==> config.mk <==
export PLATFORM = sky130hd
export DESIGN_NAME = led_pattern_seq_flat
export DESIGN_NICKNAME = d
export VERILOG_FILES = /design/src/rtl/led_pattern_seq_if.sv /design/src/rtl/led_pattern_seq.sv /design/src/flat_wrapper.sv
export SDC_FILE = /design/constraint.sdc
export NUM_CORES = 1
export LEC_CHECK = 0
export BUFFER_PORTS_ARGS = -buffer_cell sky130_fd_sc_hd__buf_2
export CORE_MARGIN = 2
export CORE_UTILIZATION = 45
export DETAILED_ROUTE_END_ITERATION = 8
export GPL_TIMING_DRIVEN = 1
export PLACE_DENSITY = 0.71
export SYNTH_ARGS = -nofsm -noshare
export SYNTH_HDL_FRONTEND = slang
export SYNTH_SLANG_ARGS = --single-unit
==> constraint.sdc <==
create_clock -name clk -period 3.3 [get_ports clk]
set_clock_uncertainty 0.2 [all_clocks]
set_input_delay 0.33 -clock clk [delete_from_list [all_inputs] [get_ports clk]]
set_output_delay 0.33 -clock clk [all_outputs]
set_load 0.01 [all_outputs]
==> src/rtl/led_pattern_seq_if.sv <==
// led_pattern_seq_if: control inputs and LED/status outputs of the LED pattern sequencer
interface led_pattern_seq_if #(
    parameter int N_LED = 16
);
    logic             en;
    logic             dir;
    logic             rot;
    logic [1:0]       speed;
    logic [N_LED-1:0] led;
    logic [1:0]       state_o;
    logic             tick_o;

    modport master (output en, dir, rot, speed, input led, state_o, tick_o);
    modport slave  (input en, dir, rot, speed, output led, state_o, tick_o);
endinterface

==> src/rtl/led_pattern_seq.sv <==
// led_pattern_seq: LED bank sequencer cycling ON -> FLASH -> SHIFT -> EXPAND -> FLASH, paced by a prescaler tick
module led_pattern_seq #(
    parameter int N_LED         = 16,
    parameter int DIV_W         = 25,
    parameter int FLASH_TOGGLES = 12
) (
    input logic              clk,
    input logic              rst_n,
    led_pattern_seq_if.slave bus
);
    localparam int FW = $clog2(FLASH_TOGGLES + 1);
    localparam int SW = $clog2(N_LED);
    localparam logic [1:0] S_ON     = 2'd0;
    localparam logic [1:0] S_FLASH  = 2'd1;
    localparam logic [1:0] S_SHIFT  = 2'd2;
    localparam logic [1:0] S_EXPAND = 2'd3;
    localparam logic [N_LED-1:0] ALL_ONES = '1;
    localparam logic [N_LED-1:0] ALT      = {(N_LED/2){2'b10}};
    localparam logic [N_LED-1:0] CENTER   = {{(N_LED/2-1){1'b0}}, 2'b11, {(N_LED/2-1){1'b0}}};
    localparam logic [FW-1:0] FT       = FW'(FLASH_TOGGLES);
    localparam logic [SW-1:0] STEP_MAX = SW'(N_LED - 1);

    logic [DIV_W-1:0] cnt_q, mask;
    logic             tick_q, adv;
    logic [N_LED-1:0] led_q, led_d, shl, shr, rol, ror;
    logic [1:0]       state_q, state_d;
    logic [FW-1:0]    flash_q, flash_d;
    logic [SW-1:0]    step_q, step_d;

    assign mask = {DIV_W{1'b1}} >> bus.speed;
    assign adv  = tick_q & bus.en;
    assign shl  = {led_q[N_LED-2:0], 1'b0};
    assign shr  = {1'b0, led_q[N_LED-1:1]};
    assign rol  = {led_q[N_LED-2:0], led_q[N_LED-1]};
    assign ror  = {led_q[0], led_q[N_LED-1:1]};

    assign bus.led     = led_q;
    assign bus.state_o = state_q;
    assign bus.tick_o  = tick_q;

    // free-running prescaler; tick fires when the speed-selected low bits are all ones
    always_ff @(posedge clk or negedge rst_n) begin
        if (!rst_n) begin
            cnt_q  <= '0;
            tick_q <= 1'b0;
        end else begin
            cnt_q  <= cnt_q + DIV_W'(1);
            tick_q <= &(cnt_q | ~mask);
        end
    end

    // pattern next-state, evaluated only when a tick is accepted
    always_comb begin
        led_d   = led_q;
        state_d = state_q;
        flash_d = flash_q;
        step_d  = step_q;
        if (adv) begin
            case (state_q)
                S_ON: begin
                    led_d   = '0;
                    flash_d = '0;
                    state_d = S_FLASH;
                end
                S_FLASH: begin
                    if (flash_q < FT) begin
                        led_d   = ~led_q;
                        flash_d = flash_q + FW'(1);
                    end else begin
                        led_d   = ALT;
                        step_d  = '0;
                        state_d = S_SHIFT;
                    end
                end
                S_SHIFT: begin
                    step_d = (step_q == STEP_MAX) ? step_q : step_q + SW'(1);
                    if (bus.rot ? (step_q == STEP_MAX) : (led_q == '0)) begin
                        led_d   = CENTER;
                        state_d = S_EXPAND;
                    end else begin
                        led_d = bus.rot ? (bus.dir ? rol : ror) : (bus.dir ? shl : shr);
                    end
                end
                default: begin
                    if (led_q == ALL_ONES) begin
                        led_d   = '0;
                        flash_d = '0;
                        state_d = S_FLASH;
                    end else if (!bus.dir) begin
                        led_d = led_q | shl | shr;
                    end else if (led_q != CENTER) begin
                        led_d = led_q & shl & shr;
                    end
                end
            endcase
        end
    end

    // pattern registers; reset lights the whole bank in the ON state
    always_ff @(posedge clk or negedge rst_n) begin
        if (!rst_n) begin
            led_q   <= ALL_ONES;
            state_q <= S_ON;
            flash_q <= '0;
            step_q  <= '0;
        end else begin
            led_q   <= led_d;
            state_q <= state_d;
            flash_q <= flash_d;
            step_q  <= step_d;
        end
    end
endmodule

==> src/flat_wrapper.sv <==
// flat-port wrapper written by rule: the top's interface ports become plain ports
module led_pattern_seq_flat 
#(
    parameter int N_LED         = 16,
    parameter int DIV_W         = 25,
    parameter int FLASH_TOGGLES = 12
)
  (clk, rst_n, bus_en, bus_dir, bus_rot, bus_speed, bus_led, bus_state_o, bus_tick_o);
  led_pattern_seq_if #(.N_LED(N_LED)) bus_i ();
  input logic clk;
  input logic rst_n;
  input wire logic [$bits(bus_i.en)-1:0] bus_en;
  input wire logic [$bits(bus_i.dir)-1:0] bus_dir;
  input wire logic [$bits(bus_i.rot)-1:0] bus_rot;
  input wire logic [$bits(bus_i.speed)-1:0] bus_speed;
  output wire logic [$bits(bus_i.led)-1:0] bus_led;
  output wire logic [$bits(bus_i.state_o)-1:0] bus_state_o;
  output wire logic [$bits(bus_i.tick_o)-1:0] bus_tick_o;
  assign bus_i.en = bus_en;
  assign bus_i.dir = bus_dir;
  assign bus_i.rot = bus_rot;
  assign bus_i.speed = bus_speed;
  assign bus_led = bus_i.led;
  assign bus_state_o = bus_i.state_o;
  assign bus_tick_o = bus_i.tick_o;
  led_pattern_seq #(.N_LED(N_LED), .DIV_W(DIV_W), .FLASH_TOGGLES(FLASH_TOGGLES)) u_core (.clk(clk), .rst_n(rst_n), .bus(bus_i));
endmodule
* After elaboration in Yosys (flattened, before gate mapping)
Index checks and enable logic that the tools add are counted.
W data, S select, Z words.
** Storage, ports and cells
- Output and inout bits :: 19
- Flip-flop bits (word level) :: 52
- Logic and storage cells :: 60
** Cells by class
- Bitwise gates (word level) :: 9
- Eq/ne operators :: 10
- Add/subtract/negate cells :: 3
- Reduce and logical (&&, ||, !) cells :: 10
- Shifts and indexed selects :: 1
- Magnitude comparators :: 1
- Mux-type cells :: 20
** Operators with widths (count)
- $mux W16 :: 8
- $pmux W16 S3 :: 1
- $add A25 B1 Y25 const B :: 1
- $not A25 Y25 :: 1
- $or A25 B25 Y25 :: 1
- $reduce_and A25 Y1 :: 1
- $shr A25 B2 Y25 const A :: 1
- $and A16 B15 Y16 :: 1
- $and A16 B16 Y16 :: 1
- $eq A16 B16 Y1 const B :: 1
- $logic_not A16 Y1 :: 1
- $mux W4 :: 4
- $ne A16 B9 Y1 const B :: 1
- $not A16 Y16 :: 1
- $or A16 B15 Y16 :: 1
- $or A16 B16 Y16 :: 1
- $pmux W4 S3 :: 1
- $reduce_and A4 Y1 :: 3
- $add A4 B1 Y4 const B :: 2
- $pmux W4 S2 :: 1
- $mux W2 :: 3
- $ne A6 B1 Y1 const B :: 1
- $pmux W2 S3 :: 1
- $eq A4 B4 Y1 const B :: 1
- 13 further kinds :: 15

* Longest topological paths before layout
Gate-level depths: netlist of the first run.
- Depth in word-level cells :: 6
- Depth in mapped cells :: 7
- Depth with buffers taken out :: 7

* Worst setup path after synthesis of the first run
No wires, ideal clock.
- Path type :: register to register
- Start point :: register u_core.led_q[1], in the netlist u_core.bus.led[1]
- End point :: register u_core.state_q[1], in the netlist u_core.bus.state_o[1]
- Slack :: 1072 ps
- Arrival time :: 1901 ps
- Stages on the path, launching flop included :: 7
- Setup time :: 128 ps
- Buffers on the path :: 1
- Path through :: dfstp_2 buf_2 nand4_1 nor4_4 nor4_2 nor3_2 mux2_1
** On the way
- Longest elaborated chain between the ends :: 4
- Elaborated cells between the ends (all ways) :: 6
** Ends and longest elaborated chain
- from (decl) :: line led_pattern_seq.sv:25 : logic [N_LED-1:0] led_q, led_d, shl, shr, rol, ror;
- from (signal assigned) :: line led_pattern_seq.sv:107 : led_q <= led_d;
- $logic_not A16 Y1 :: line led_pattern_seq.sv:77 : if (bus.rot ? (step_q == STEP_MAX) : (led_q == '0)) begin
- $mux W1 :: line led_pattern_seq.sv:77
- $ne A2 B1 Y1 (no source line)
- $reduce_and A4 Y1 (no source line) *
- to (signal assigned) :: line led_pattern_seq.sv:108 : state_q <= state_d;
- to (decl) :: line led_pattern_seq.sv:26 : logic [1:0] state_q, state_d;
Mark *: on every way between the ends. The rest lies on a longest branch, timed or not.
A chain may end at the register's enable or synchronous reset.

* Worst setup path in the final report of the first run
- Start point :: register u_core.state_q[1], in the netlist u_core.bus.state_o[1]
- End point :: register u_core.step_q[1]
** On the way
- Longest elaborated chain between the ends :: 3
- Elaborated cells between the ends (all ways) :: 7
** Ends and longest elaborated chain
- $eq A2 B2 Y1 or $eq A2 B1 Y1 (tied branches) :: line led_pattern_seq.sv:59 : case (state_q)
- $ne A2 B2 Y1 (no source line) or $reduce_bool A2 Y1 (tied branches)
- $reduce_and A4 Y1 (no source line)
- to (signal assigned) :: line led_pattern_seq.sv:110 : step_q <= step_d;
- to (decl) :: line led_pattern_seq.sv:28 : logic [SW-1:0] step_q, step_d;
Several ways; a longest one is shown, not always the timed one.

==> results.md, run 1 <==
| Item | This run | Unit |
|---|---|---|
| Unrepaired setup endpoints after global routing | false | - |
| GP Congestion | 0.832 | - |
| Ratio of final minimum period to clock period | 79.3 | % |
| Worst R2R Start | u_core.bus.state_o[1] | - |
| Required time reported for the critical path endpoint | 3.36 | ns |
| Worst Min Path Start | bus_speed[1] | - |
| Number of placed instances with taps included | 470 | - |
| Dpl cell area | 3480 | µm² |
| Synth top cells by count | 47 x sky130_fd_sc_hd__nand2_1, 36 x sky130_fd_sc_hd__dfrtp_1, 26 x sky130_fd_sc_hd__nor2_1 | - |
| Source-to-sink clock delay at the later pin of the worst-skew pair | 0.32 | ns |
| Worst ir drop on vdd | 0.222 | mV |
| Fraction of synthesized cell area taken by the top area cell type | 27.0 | % |
| DRC violations left | 0 | - |
| Syn Std Cell Area | 3340 | µm² |
| Buffer and inverter count on the worst path | 1 | - |
| PortBufs | 25 | - |
| Peak Freq | 382 | MHz |
| Ordered cell list for the critical path | inv_1 > ha_1 > a21boi_0 > nor2_1 > o21ai_0 > a22o_1 | - |
| Number of flip-flops and latches in the synthesized netlist | 52 | - |
| Kind of critical path | flop to flop | - |
| Site row count | 31 | - |
| Number of warnings printed during yosys synthesis | 0 | - |
| Total half-perimeter wirelength after legalization and detailed placement | 5080 | µm |
| Async S/R FF share, synth | 100 | % |
| M2 GR Usage | 29.8 | % |
| Clock tree from TritonCTS | done | - |
| Cell types occupying the most area after synthesis | sky130_fd_sc_hd__dfrtp_1 27%, sky130_fd_sc_hd__dfstp_2 13%, sky130_fd_sc_hd__nand2_1 5.3% | - |
| Slack of the critical path | 0.683 | ns |
| Pre-CTS worst setup slack | 0.727 | ns |
| Most numerous cell in the Yosys netlist | sky130_fd_sc_hd__nand2_1 | - |
| Max_slew headroom | 44.9 | % |
| Min-Delay Endpoint | u_core.bus.tick_o | - |
| Worst endpoint data arrival time | 2.68 | ns |
| Maximum number of pins on one net before global-route repair | 43 | - |
| Type of origin of the critical path | flop | - |
| Die extent in y | 90.1 | µm |
| Total number of H-tree levels | 2 | - |
| Overall die area | 8130 | µm² |
| Count of distinct cell types in the synthesized netlist | 54 | - |
| Post-synthesis instance total | 371 | - |
| CP max-delay cell | sky130_fd_sc_hd__a21boi_0 | - |
| Top-level port count | 26 | - |
| Cell type with the highest aggregate area in the netlist | sky130_fd_sc_hd__dfrtp_1 | - |
| Met1 Usage GRT | 26.7 | % |
| Cell count along the critical path | 6 | - |
| Effective utilization at floorplan | 46.3 | % |
| Area of the core region | 7210 | µm² |
| Post-route standard cell area excluding fillers | 3590 | µm² |
| Number of sinks handled by clock tree synthesis | 52 | - |
| Maximum clock path buffer count | 2 | - |
| Worst Hold Slack | 0.0833 | ns |
| Final standard cell count with taps included and fillers excluded | 479 | - |
| Path category of the worst min-delay check | input pin to flop | - |
| Final antenna diode count | 0 | - |
| Final Hold Viols | 0 | - |
| Vias post-DR | 2797 | - |
| Transition time at the pin with the least slew margin | 0.822 | ns |
| Layout overhead on the synthesized area | 7.57 | % |
| Cell leakage power | 1.56 | nW |
| Gr ovfl total | 0 | - |
| Total negative setup slack | 0 | ns |
| Setup-violating endpoint count in the final report | 0 | - |
| Routed vias/inst | 5.84 | - |
| Wirelength, routed | 7570 | µm |
| Synth Flop Type | sky130_fd_sc_hd__dfrtp_1 | - |
| Result of the run | finished, final reports clean | - |
| Count of pins over their slew limit | 0 | - |
| Horizontal die dimension | 90.1 | µm |
| Worst hold path depth | 3 | - |
| First-pass detailed-route iteration total | 5 | - |
| Gr busiest metal | met2 | - |
| Register-to-Register Setup Slack | 0.68 | ns |
| Number of DRC markers in iteration 0 | 191 | - |
| Post-synth EDFFs | 0 | - |
| Fin nets | 394 | - |
| Cell family with the largest share of critical-path delay | compound AO/OA/AOI/OAI gates | - |
| Post-route antenna net violation count | 0 | - |
| Fraction of final layout cells with drive strength greater than 1 | 18.4 | % |
| First-pass GRT wire length | 12800 | µm |
| Clock slew seen by the registers of the worst setup and hold paths | 0.11 | ns |
| Root Buffer Master | sky130_fd_sc_hd__clkbuf_8 | - |
| Num CTS Buffers | 5 | - |
| Average routed wire per standard cell | 15.8 | µm |
| Element type at the critical path end | flop | - |
| Fraction of the yosys area taken by sequential cells | 39.6 | % |
| Reg-to-reg critical path endpoint | u_core.step_q[1] | - |
| Synth Net Count | 386 | - |
| Max cap viols | 0 | - |
| CP Max Fanout | 13 | - |
| Initial antenna violation count | 0 | - |
| Global-route met3 utilization | 3.52 | % |
| Biggest cell delay along the critical path | 0.61 | ns |
| Post CTS Setup Buffer Count | 0 | - |
| Mapped Avg Cell Area | 9.00 | µm² |
| Global router's overall resource usage | 19.0 | % |
| PD cells | 320 | nW/µm² |
| Worst reg-to-reg path cell count | 6 | - |
| Number of global-route vias before repair | 2583 | - |
| Final critical path time including I/O delays and setup | 2.62 | ns |
-- logic make-up (layout without fill, tap and decap cells) --
family,count (synthesis),count (layout),synth area share (%)
simple gates,131,131,19.5
compound gates,102,102,21.7
flops,52,52,39.6
buf+inv,38,47,5.02
xor+xnor,23,23,6.03
mux,17,17,5.21
fa+ha+maj,8,8,3.00
-- layout make-up --
type / instances / area [µm²]
clock buffer: 5 / 68.8
fill: 687 / 3620
multi-input combinational: 281 / 1850
tap: 99 / 124
timing repair buffer: 30 / 165
inverter: 9 / 33.8
clock inverter: 3 / 28.8
sequential: 52 / 1320
-- power by group --
part | total [mW] | internal (mW) | switching [mW]
sequential | 0.663 | 0.647 | 0.0153
clock | 0.409 | 0.161 | 0.249
combinational | 0.0789 | 0.0358 | 0.0431
total | 1.15 | 0.844 | 0.307
-- worst reg2reg max path: cells and delay by family, from the launching register on --
kind	cells	cell delay [ns]
and+or+nand+nor	1	0.24
buffers and inverters	1	0.13
AOI/OAI and AO/OA	3	1.06
adders and majority gates	1	0.48
DFF	1	0.46
-- repair_timing --
| action | CTS | global route |
|---|---|---|
| gates resized for setup | 0 | 0 |
| hold buffers | 1 | 0 |
| hold endpoints to repair | 5 | 0 |
-- per-layer routing --
layer | vias to the layer above | share of wire, %
met4 | 0 | 1.2
met1 | 1360 | 48
met5 | - | 0
met3 | 8 | 4.3
li1 | 1360 | -
met2 | 69 | 47
-- worst max path at each step --
stage / start / end / slack (ns)
floorplan: u_core.bus.led[1] / u_core.bus.state_o[1] / 1.07
global placement: u_core.bus.state_o[1] / u_core.step_q[0] / 0.87
detailed placement: u_core.bus.state_o[1] / u_core.step_q[2] / 0.73
CTS: u_core.bus.state_o[1] / u_core.step_q[2] / 0.73
global route: u_core.bus.state_o[1] / u_core.step_q[1] / 0.51
finish: u_core.bus.state_o[1] / u_core.step_q[1] / 0.68
-- state kept, by name, indices dropped and copies added (netlist names) --
signal / count
u_core.flash_q: 4
u_core.cnt_q: 25
u_core.bus.tick_o: 1
u_core.step_q: 4
u_core.bus.led: 16
u_core.bus.state_o: 2
-- per-stage QoR --
step	total power [mW]	util, %
3_5_place_dp	0.753	48.3
6_report	1.15	49.8
2_1_floorplan	0.721	-
3_3_place_gp	0.752	48.3
5_1_grt	1.21	49.8
4_1_cts	1.17	49.8
-- cell usage in the layout, fill, tap and decap left out, drive strengths merged, types with 3 or more instances in the layout --
cell and count:
and3 7, a21boi 4, nand4 13, clkbuf 5, mux2 3, o2bb2ai 3
a21bo 5, a2bb2oi 3, nor3 6, nand2 47, buf 29, nand3 18
nor4 5, mux2i 14, a22o 5, o21ba 6, a21oi 15, a211oi 7
dfstp 16, dfrtp 36, a31oi 4, o221ai 8, nor2 26, xnor2 17
xor2 6, and4 4, inv 12, ha 8, o21ai 25
No activity file was read; power rests on OpenSTA's default activity.
==> run 2: changes to the inputs <==
==> constraint.sdc (replaced) <==
create_clock -name clk -period 2.55 [get_ports clk]
set_clock_uncertainty 0.2 [all_clocks]
set_input_delay 0.255 -clock clk [delete_from_list [all_inputs] [get_ports clk]]
set_output_delay 0.255 -clock clk [all_outputs]
set_load 0.01 [all_outputs]
==> run 2 against run 1 <==
Compared with the run above: clock power up 46%; combinational power up 32%; setup slack worse by 0.37 ns; first-iteration DRC count up 14%; critical path type unchanged; largest power group unchanged; global-route usage up 0.67 points.
==> results.md, run 2 (same netlist as run 1, synthesis figures left out) <==
| Item | This run | Unit | vs previous |
|---|---|---|---|
| Result of the run | finished, final reports clean | - |  |
| Ordered cell list for the critical path | nand4_1 > nor4_4 > nor4_2 > nor3_2 > mux2_1 | - |  |
| Clock slew seen by the registers of the worst setup and hold paths | 0.10 | ns | about the same |
| CP max-delay cell | sky130_fd_sc_hd__dfstp_2 | - |  |
| Cell leakage power | 1.61 | nW | +2.7% |
| Number of placed instances with taps included | 477 | - | +1.5% |
| PD cells | 426 | nW/µm² | +33% |
| Kind of critical path | flop to flop | - |  |
| Maximum number of pins on one net before global-route repair | 32 | - | -26% |
| Worst R2R Start | u_core.bus.led[10] | - |  |
| Peak Freq | 448 | MHz | +17% |
| Worst reg-to-reg path cell count | 5 | - | -1 |
| CP Max Fanout | 12 | - | -1 |
| Biggest cell delay along the critical path | 0.67 | ns | +0.06 ns |
| Maximum clock path buffer count | 2 | - | unchanged |
| Overall die area | 8130 | µm² | unchanged |
| Capturing element of the worst setup path | u_core.bus.state_o[1] | - |  |
| Final Hold Viols | 0 | - | unchanged |
| Die extent in y | 90.1 | µm | unchanged |
| First-pass GRT wire length | 13200 | µm | +3.5% |
| Total half-perimeter wirelength after legalization and detailed placement | 5160 | µm | +1.7% |
| Source-to-sink clock delay at the later pin of the worst-skew pair | 0.32 | ns | about the same |
| Total negative setup slack | 0 | ns | unchanged |
| Register with the highest flop count | u_core.cnt_q | - |  |
| Total number of H-tree levels | 2 | - | unchanged |
| Unrepaired setup endpoints after global routing | false | - |  |
| Final standard cell count with taps included and fillers excluded | 486 | - | +1.5% |
| Clock tree from TritonCTS | done | - |  |
| GP Congestion | 0.851 | - | +2.3% |
| Number of global-route vias before repair | 2693 | - | +4.3% |
| Flip-flop count of the largest register after layout | 25 | - | unchanged |
| Routed vias/inst | 5.84 | - | about the same |
| First-pass detailed-route iteration total | 5 | - | unchanged |
| Fraction of final layout cells with drive strength greater than 1 | 19.9 | % | +1.5 points |
| Path category of the worst min-delay check | input pin to flop | - |  |
| DRC violations left | 0 | - | unchanged |
| Total of cells resized after clock tree synthesis | 0 | - | unchanged |
| Number of DRC markers in iteration 0 | 218 | - | +14% |
| Cell family with the largest share of critical-path delay | simple AND/OR/NAND/NOR gates | - |  |
| Final antenna diode count | 0 | - | unchanged |
| Effective utilization at floorplan | 46.3 | % | unchanged |
| Most frequent cells in the layout | 47 x sky130_fd_sc_hd__nand2_1, 36 x sky130_fd_sc_hd__dfrtp_1, 26 x sky130_fd_sc_hd__nor2_1, 25 x sky130_fd_sc_hd__o21ai_0, 25 x sky130_fd_sc_hd__buf_2 | - |  |
| Worst endpoint data arrival time | 2.24 | ns | -0.44 ns |
| PortBufs | 25 | - | unchanged |
| Type of origin of the critical path | flop | - |  |
| Filler cell count | 706 | - | +2.8% |
| Max cap viols | 0 | - | unchanged |
| Horizontal die dimension | 90.1 | µm | unchanged |
| Reg-to-reg critical path endpoint | u_core.bus.state_o[1] | - |  |
| Transition time at the pin with the least slew margin | 0.736 | ns | -0.0861 ns |
| Area of the core region | 7210 | µm² | unchanged |
| Max_slew headroom | 50.3 | % | +5.4 points |
| Vias post-DR | 2840 | - | +1.5% |
| Root Buffer Master | sky130_fd_sc_hd__clkbuf_8 | - |  |
| Global router's overall resource usage | 19.6 | % | +0.67 points |
| Count of pins over their slew limit | 0 | - | unchanged |
| Commonest non-fill, non-tap cell in the layout | sky130_fd_sc_hd__nand2_1 | - |  |
| Site row count | 31 | - | unchanged |
| Average routed wire per standard cell | 15.4 | µm | -2.6% |
| Worst ir drop on vdd | 0.259 | mV | +17% |
| Gr ovfl total | 0 | - | unchanged |
| Timing startpoint of the critical path | u_core.bus.led[10] | - |  |
| Ratio of final minimum period to clock period | 87.6 | % | +8.3 points |
| Element type at the critical path end | flop | - |  |
| Wirelength, routed | 7480 | µm | -1.2% |
| Initial antenna violation count | 0 | - | unchanged |
| Post-route antenna net violation count | 0 | - | unchanged |
| Num CTS Buffers | 5 | - | unchanged |
| Fin nets | 401 | - | +1.8% |
| Cell count along the critical path | 5 | - | -1 |
| Final critical path time including I/O delays and setup | 2.23 | ns | -0.383 ns |
| Post-layout power | 1.56 | mW | +35% |
| Number of sinks handled by clock tree synthesis | 52 | - | unchanged |
| Top-level port count | 26 | - | unchanged |
| Required time reported for the critical path endpoint | 2.56 | ns | -0.80 ns |
| Buffer and inverter count on the worst path | 0 | - | -1 |
| Layout overhead on the synthesized area | 9.67 | % |  |
| Register-to-Register Setup Slack | 0.32 | ns | -0.37 ns |
| Setup-violating endpoint count in the final report | 0 | - | unchanged |
run 2: layer usage:
layer,global-route usage (%),routed length [µm],vias to the layer above
met1,27.7,3520,1377
met5,0,0,-
met3,3.60,344,12
met4,6.28,127,0
met2,30.6,3490,74
li1,-,-,1377
run 2: final cells by class:
| class | count | area (µm²) | share of cell area [%] |
|---|---|---|---|
| inverter | 9 | 33.8 | 0.922 |
| clock buffer | 5 | 68.8 | 1.88 |
| tap | 99 | 124 | 3.38 |
| multi-input combinational | 281 | 1850 | 50.5 |
| clock inverter | 3 | 46.3 | 1.26 |
| sequential | 52 | 1320 | 36.1 |
| timing repair buffer | 37 | 218 | 5.94 |
run 2: worst register-to-register path, cell delays in order (launching register included):
cell and delay, ns:
sky130_fd_sc_hd__dfstp_2 0.67, sky130_fd_sc_hd__nand4_1 0.18, sky130_fd_sc_hd__nor4_4 0.40, sky130_fd_sc_hd__nor4_2 0.07
sky130_fd_sc_hd__nor3_2 0.25, sky130_fd_sc_hd__mux2_1 0.36
run 2: worst min path at each step:
stage / startpoint / end / slack, ns / depth (start not counted)
2_1_floorplan: rst_n / u_core.bus.state_o[0] / -0.24 / 0
3_5_place_dp: rst_n / u_core.step_q[0] / 0.13 / 1
3_3_place_gp: rst_n / u_core.step_q[0] / 0.13 / 1
5_1_grt: bus_speed[1] / u_core.bus.tick_o / 0.05 / 3
4_1_cts: bus_speed[1] / u_core.bus.tick_o / 0.03 / 3
6_report: bus_speed[1] / u_core.bus.tick_o / 0.04 / 3
run 2: what timing repair did:
action	in CTS	in global routing
endpoints found under the hold margin	28	0
hold buffers	1	0
buffers inserted	0	0
run 2: stage by stage:
step | area, µm² | util [%] | setup WS (ns) | hold WS (ns)
5_1_grt | 3660 | 50.8 | 0.122 | 0.0470
3_5_place_dp | 3540 | 49.0 | 0.319 | 0.133
4_1_cts | 3660 | 50.8 | 0.308 | 0.0297
2_1_floorplan | 3340 | - | 0.322 | -0.241
3_3_place_gp | 3540 | 49.0 | 0.405 | 0.130
6_report | 3660 | 50.8 | 0.317 | 0.0351
run 2: power breakdown:
part / switching (mW) / total [mW] / leakage [nW] / internal (mW)
combinational: 0.0569 / 0.104 / 0.897 / 0.0468
sequential: 0.0198 / 0.858 / 0.649 / 0.838
clock: 0.300 / 0.598 / 0.0600 / 0.298
==> run 3: changes to the inputs <==
--- a/config.mk
+++ b/config.mk
@@ -10,7 +10,8 @@
 export CORE_UTILIZATION = 45
 export DETAILED_ROUTE_END_ITERATION = 8
 export GPL_TIMING_DRIVEN = 1
-export PLACE_DENSITY = 0.71
+export PLACE_DENSITY_LB_ADDON = 0.12
+export RECOVER_POWER = 50
 export SYNTH_ARGS = -nofsm -noshare
 export SYNTH_HDL_FRONTEND = slang
 export SYNTH_SLANG_ARGS = --single-unit
==> run 3 against run 2 <==
Compared with the run above: flip-flop and latch count did not move; combinational power barely moved; critical path depth rose by 1; largest cell class unchanged; die area did not move; via count fell by 2.0%.
==> results.md, run 3 (same netlist as run 1, synthesis figures left out) <==
| Item | This run | Unit | vs previous |
|---|---|---|---|
| Result of the run | finished, final reports clean | - |  |
| Transition time at the pin with the least slew margin | 1.29 | ns | +0.558 ns |
| Global router's overall resource usage | 20.0 | % | +0.36 points |
| Worst reg-to-reg path cell count | 6 | - | +1 |
| Post-route antenna net violation count | 0 | - | unchanged |
| Buffer and inverter count on the worst path | 1 | - | +1 |
| Worst endpoint data arrival time | 2.28 | ns | +0.04 ns |
| Clock tree from TritonCTS | done | - |  |
| Register with the highest flop count | u_core.cnt_q | - |  |
| CP max-delay cell | sky130_fd_sc_hd__dfstp_2 | - |  |
| Cell type with the highest occurrence count on the critical path | sky130_fd_sc_hd__a211oi_1 | - |  |
| Total half-perimeter wirelength after legalization and detailed placement | 5230 | µm | +1.2% |
| Area of the core region | 7210 | µm² | unchanged |
| Root Buffer Master | sky130_fd_sc_hd__clkbuf_8 | - |  |
| Source-to-sink clock delay at the later pin of the worst-skew pair | 0.31 | ns | about the same |
| Slack of the critical path | 0.297 | ns | -0.0191 ns |
| Overall die area | 8130 | µm² | unchanged |
| Layout overhead on the synthesized area | 9.37 | % |  |
| Dpl cell area | 3550 | µm² | +0.42% |
| Routed vias/inst | 5.70 | - | -2.4% |
| Final Hold Viols | 0 | - | unchanged |
| Effective utilization at floorplan | 46.3 | % | unchanged |
| Pre-CTS worst setup slack | 0.334 | ns | +0.0146 ns |
| Fin nets | 403 | - | +0.50% |
| Final critical path time including I/O delays and setup | 2.25 | ns | +0.0191 ns |
| Die extent in y | 90.1 | µm | unchanged |
| Total number of H-tree levels | 2 | - | unchanged |
| Ordered cell list for the critical path | nand4_1 > nor4_4 > buf_4 > a211oi_1 > a211oi_1 > a21oi_1 | - |  |
| Number of global-route vias before repair | 2655 | - | -1.4% |
| Cell count along the critical path | 6 | - | +1 |
| Post-route standard cell area excluding fillers | 3650 | µm² | -0.27% |
| Maximum clock path buffer count | 2 | - | unchanged |
| Gr ovfl total | 0 | - | unchanged |
| Final antenna diode count | 0 | - | unchanged |
| Max_slew headroom | 13.7 | % | -37 points |
| Worst ir drop on vdd | 0.232 | mV | -10% |
| DRC violations left | 0 | - | unchanged |
| Kind of critical path | flop to flop | - |  |
| Maximum number of pins on one net before global-route repair | 53 | - | +66% |
| Fraction of final layout cells with drive strength greater than 1 | 19.5 | % | -0.36 points |
| Average routed wire per standard cell | 15.9 | µm | +3.2% |
| Top-level port count | 26 | - | unchanged |
| Unrepaired setup endpoints after global routing | false | - |  |
| Site row count | 31 | - | unchanged |
| GP Congestion | 0.833 | - | -2.1% |
| Peak Freq | 444 | MHz | -0.85% |
| Number of DRC markers in iteration 0 | 233 | - | +6.9% |
| Initial antenna violation count | 0 | - | unchanged |
| First-pass GRT wire length | 13500 | µm | +1.8% |
| Filler cell count | 731 | - | +3.5% |
| Vias post-DR | 2784 | - | -2.0% |
| Biggest cell delay along the critical path | 0.67 | ns | about the same |
| Wirelength, routed | 7750 | µm | +3.6% |
| Commonest non-fill, non-tap cell in the layout | sky130_fd_sc_hd__nand2_1 | - |  |
| Required time reported for the critical path endpoint | 2.58 | ns | +0.02 ns |
| First-pass detailed-route iteration total | 4 | - | -1 |
| CP Max Fanout | 16 | - | +4 |
| Element type at the critical path end | flop | - |  |
| Cell leakage power | 1.59 | nW | -0.96% |
| Most frequent cells in the layout | 47 x sky130_fd_sc_hd__nand2_1, 36 x sky130_fd_sc_hd__dfrtp_1, 26 x sky130_fd_sc_hd__nor2_1, 25 x sky130_fd_sc_hd__o21ai_0, 22 x sky130_fd_sc_hd__buf_2 | - |  |
| Flip-flop count of the largest register after layout | 25 | - | unchanged |
| PD cells | 403 | nW/µm² | -5.2% |
| Cell family with the largest share of critical-path delay | flip-flops | - |  |
| Worst Hold Slack | 0.0384 | ns | +0.00332 ns |
| Path category of the worst min-delay check | input pin to flop | - |  |
| Clock slew seen by the registers of the worst setup and hold paths | 0.10 | ns | about the same |
| Total negative setup slack | 0 | ns | unchanged |
| Num CTS Buffers | 5 | - | unchanged |
| Ratio of final minimum period to clock period | 88.3 | % | +0.75 points |
| CTS Hold Bufs | 1 | - | unchanged |
| PortBufs | 25 | - | unchanged |
| Post-layout power | 1.47 | mW | -5.5% |
| Worst hold path depth | 3 | - | unchanged |
| Number of sinks handled by clock tree synthesis | 52 | - | unchanged |
| Count of pins over their slew limit | 0 | - | unchanged |
| Total of cells resized after clock tree synthesis | 0 | - | unchanged |
| Post CTS Setup Buffer Count | 0 | - | unchanged |
| Horizontal die dimension | 90.1 | µm | unchanged |
| Type of origin of the critical path | flop | - |  |
| Setup-violating endpoint count in the final report | 0 | - | unchanged |
| Max cap viols | 0 | - | unchanged |
## run 3: final timing paths
| path | startpoint | to | slack, ns |
|---|---|---|---|
| max in group asynchronous | rst_n | u_core.cnt_q[19] | 0.73 |
| worst max register to register | u_core.bus.led[7] | u_core.bus.led[12] | 0.30 |
| min in group asynchronous | rst_n | u_core.step_q[0] | 0.63 |
| worst max-delay path | u_core.bus.led[7] | u_core.bus.led[12] | 0.30 |
| worst min-delay path | bus_speed[1] | u_core.bus.tick_o | 0.04 |
| worst min register to register | u_core.cnt_q[15] | u_core.cnt_q[15] | 0.27 |
## run 3: area by class of cell
class                           count  area, µm²  area share (%)
Clock buffer                        5       68.8            1.88
Clock inverter                      3       27.5           0.754
Inverter                            9       33.8           0.925
Multi-Input combinational cell    281       1850            50.7
Sequential cell                    52       1320            36.2
Tap cell                           99        124            3.39
Timing Repair Buffer               39        226            6.20
## run 3: power breakdown
part | total, mW | internal (mW) | switching, mW
combinational | 0.105 | 0.0464 | 0.0585
sequential | 0.855 | 0.838 | 0.0175
clock | 0.513 | 0.202 | 0.311
## run 3: per-stage QoR
step	instances	util, %
2_1_floorplan	371	-
3_3_place_gp	479	49.2
3_5_place_dp	479	49.2
4_1_cts	488	50.7
5_1_grt	488	50.6
6_report	488	50.6
## run 3: metal layers
metal | vias to the layer above | part of all wire (%) | GRT usage (%)
met1 | 1346 | 49 | 29.0
met4 | 0 | 0.88 | 4.23
met5 | - | 0 | 0
li1 | 1383 | - | -
met2 | 49 | 47 | 32.0
met3 | 6 | 3.6 | 2.93
## run 3: worst min-delay path, cell delays in order
cell and delay, ns:
sky130_fd_sc_hd__buf_2 0.11, sky130_fd_sc_hd__nor2_1 0.10, sky130_fd_sc_hd__nor3_1 0.06
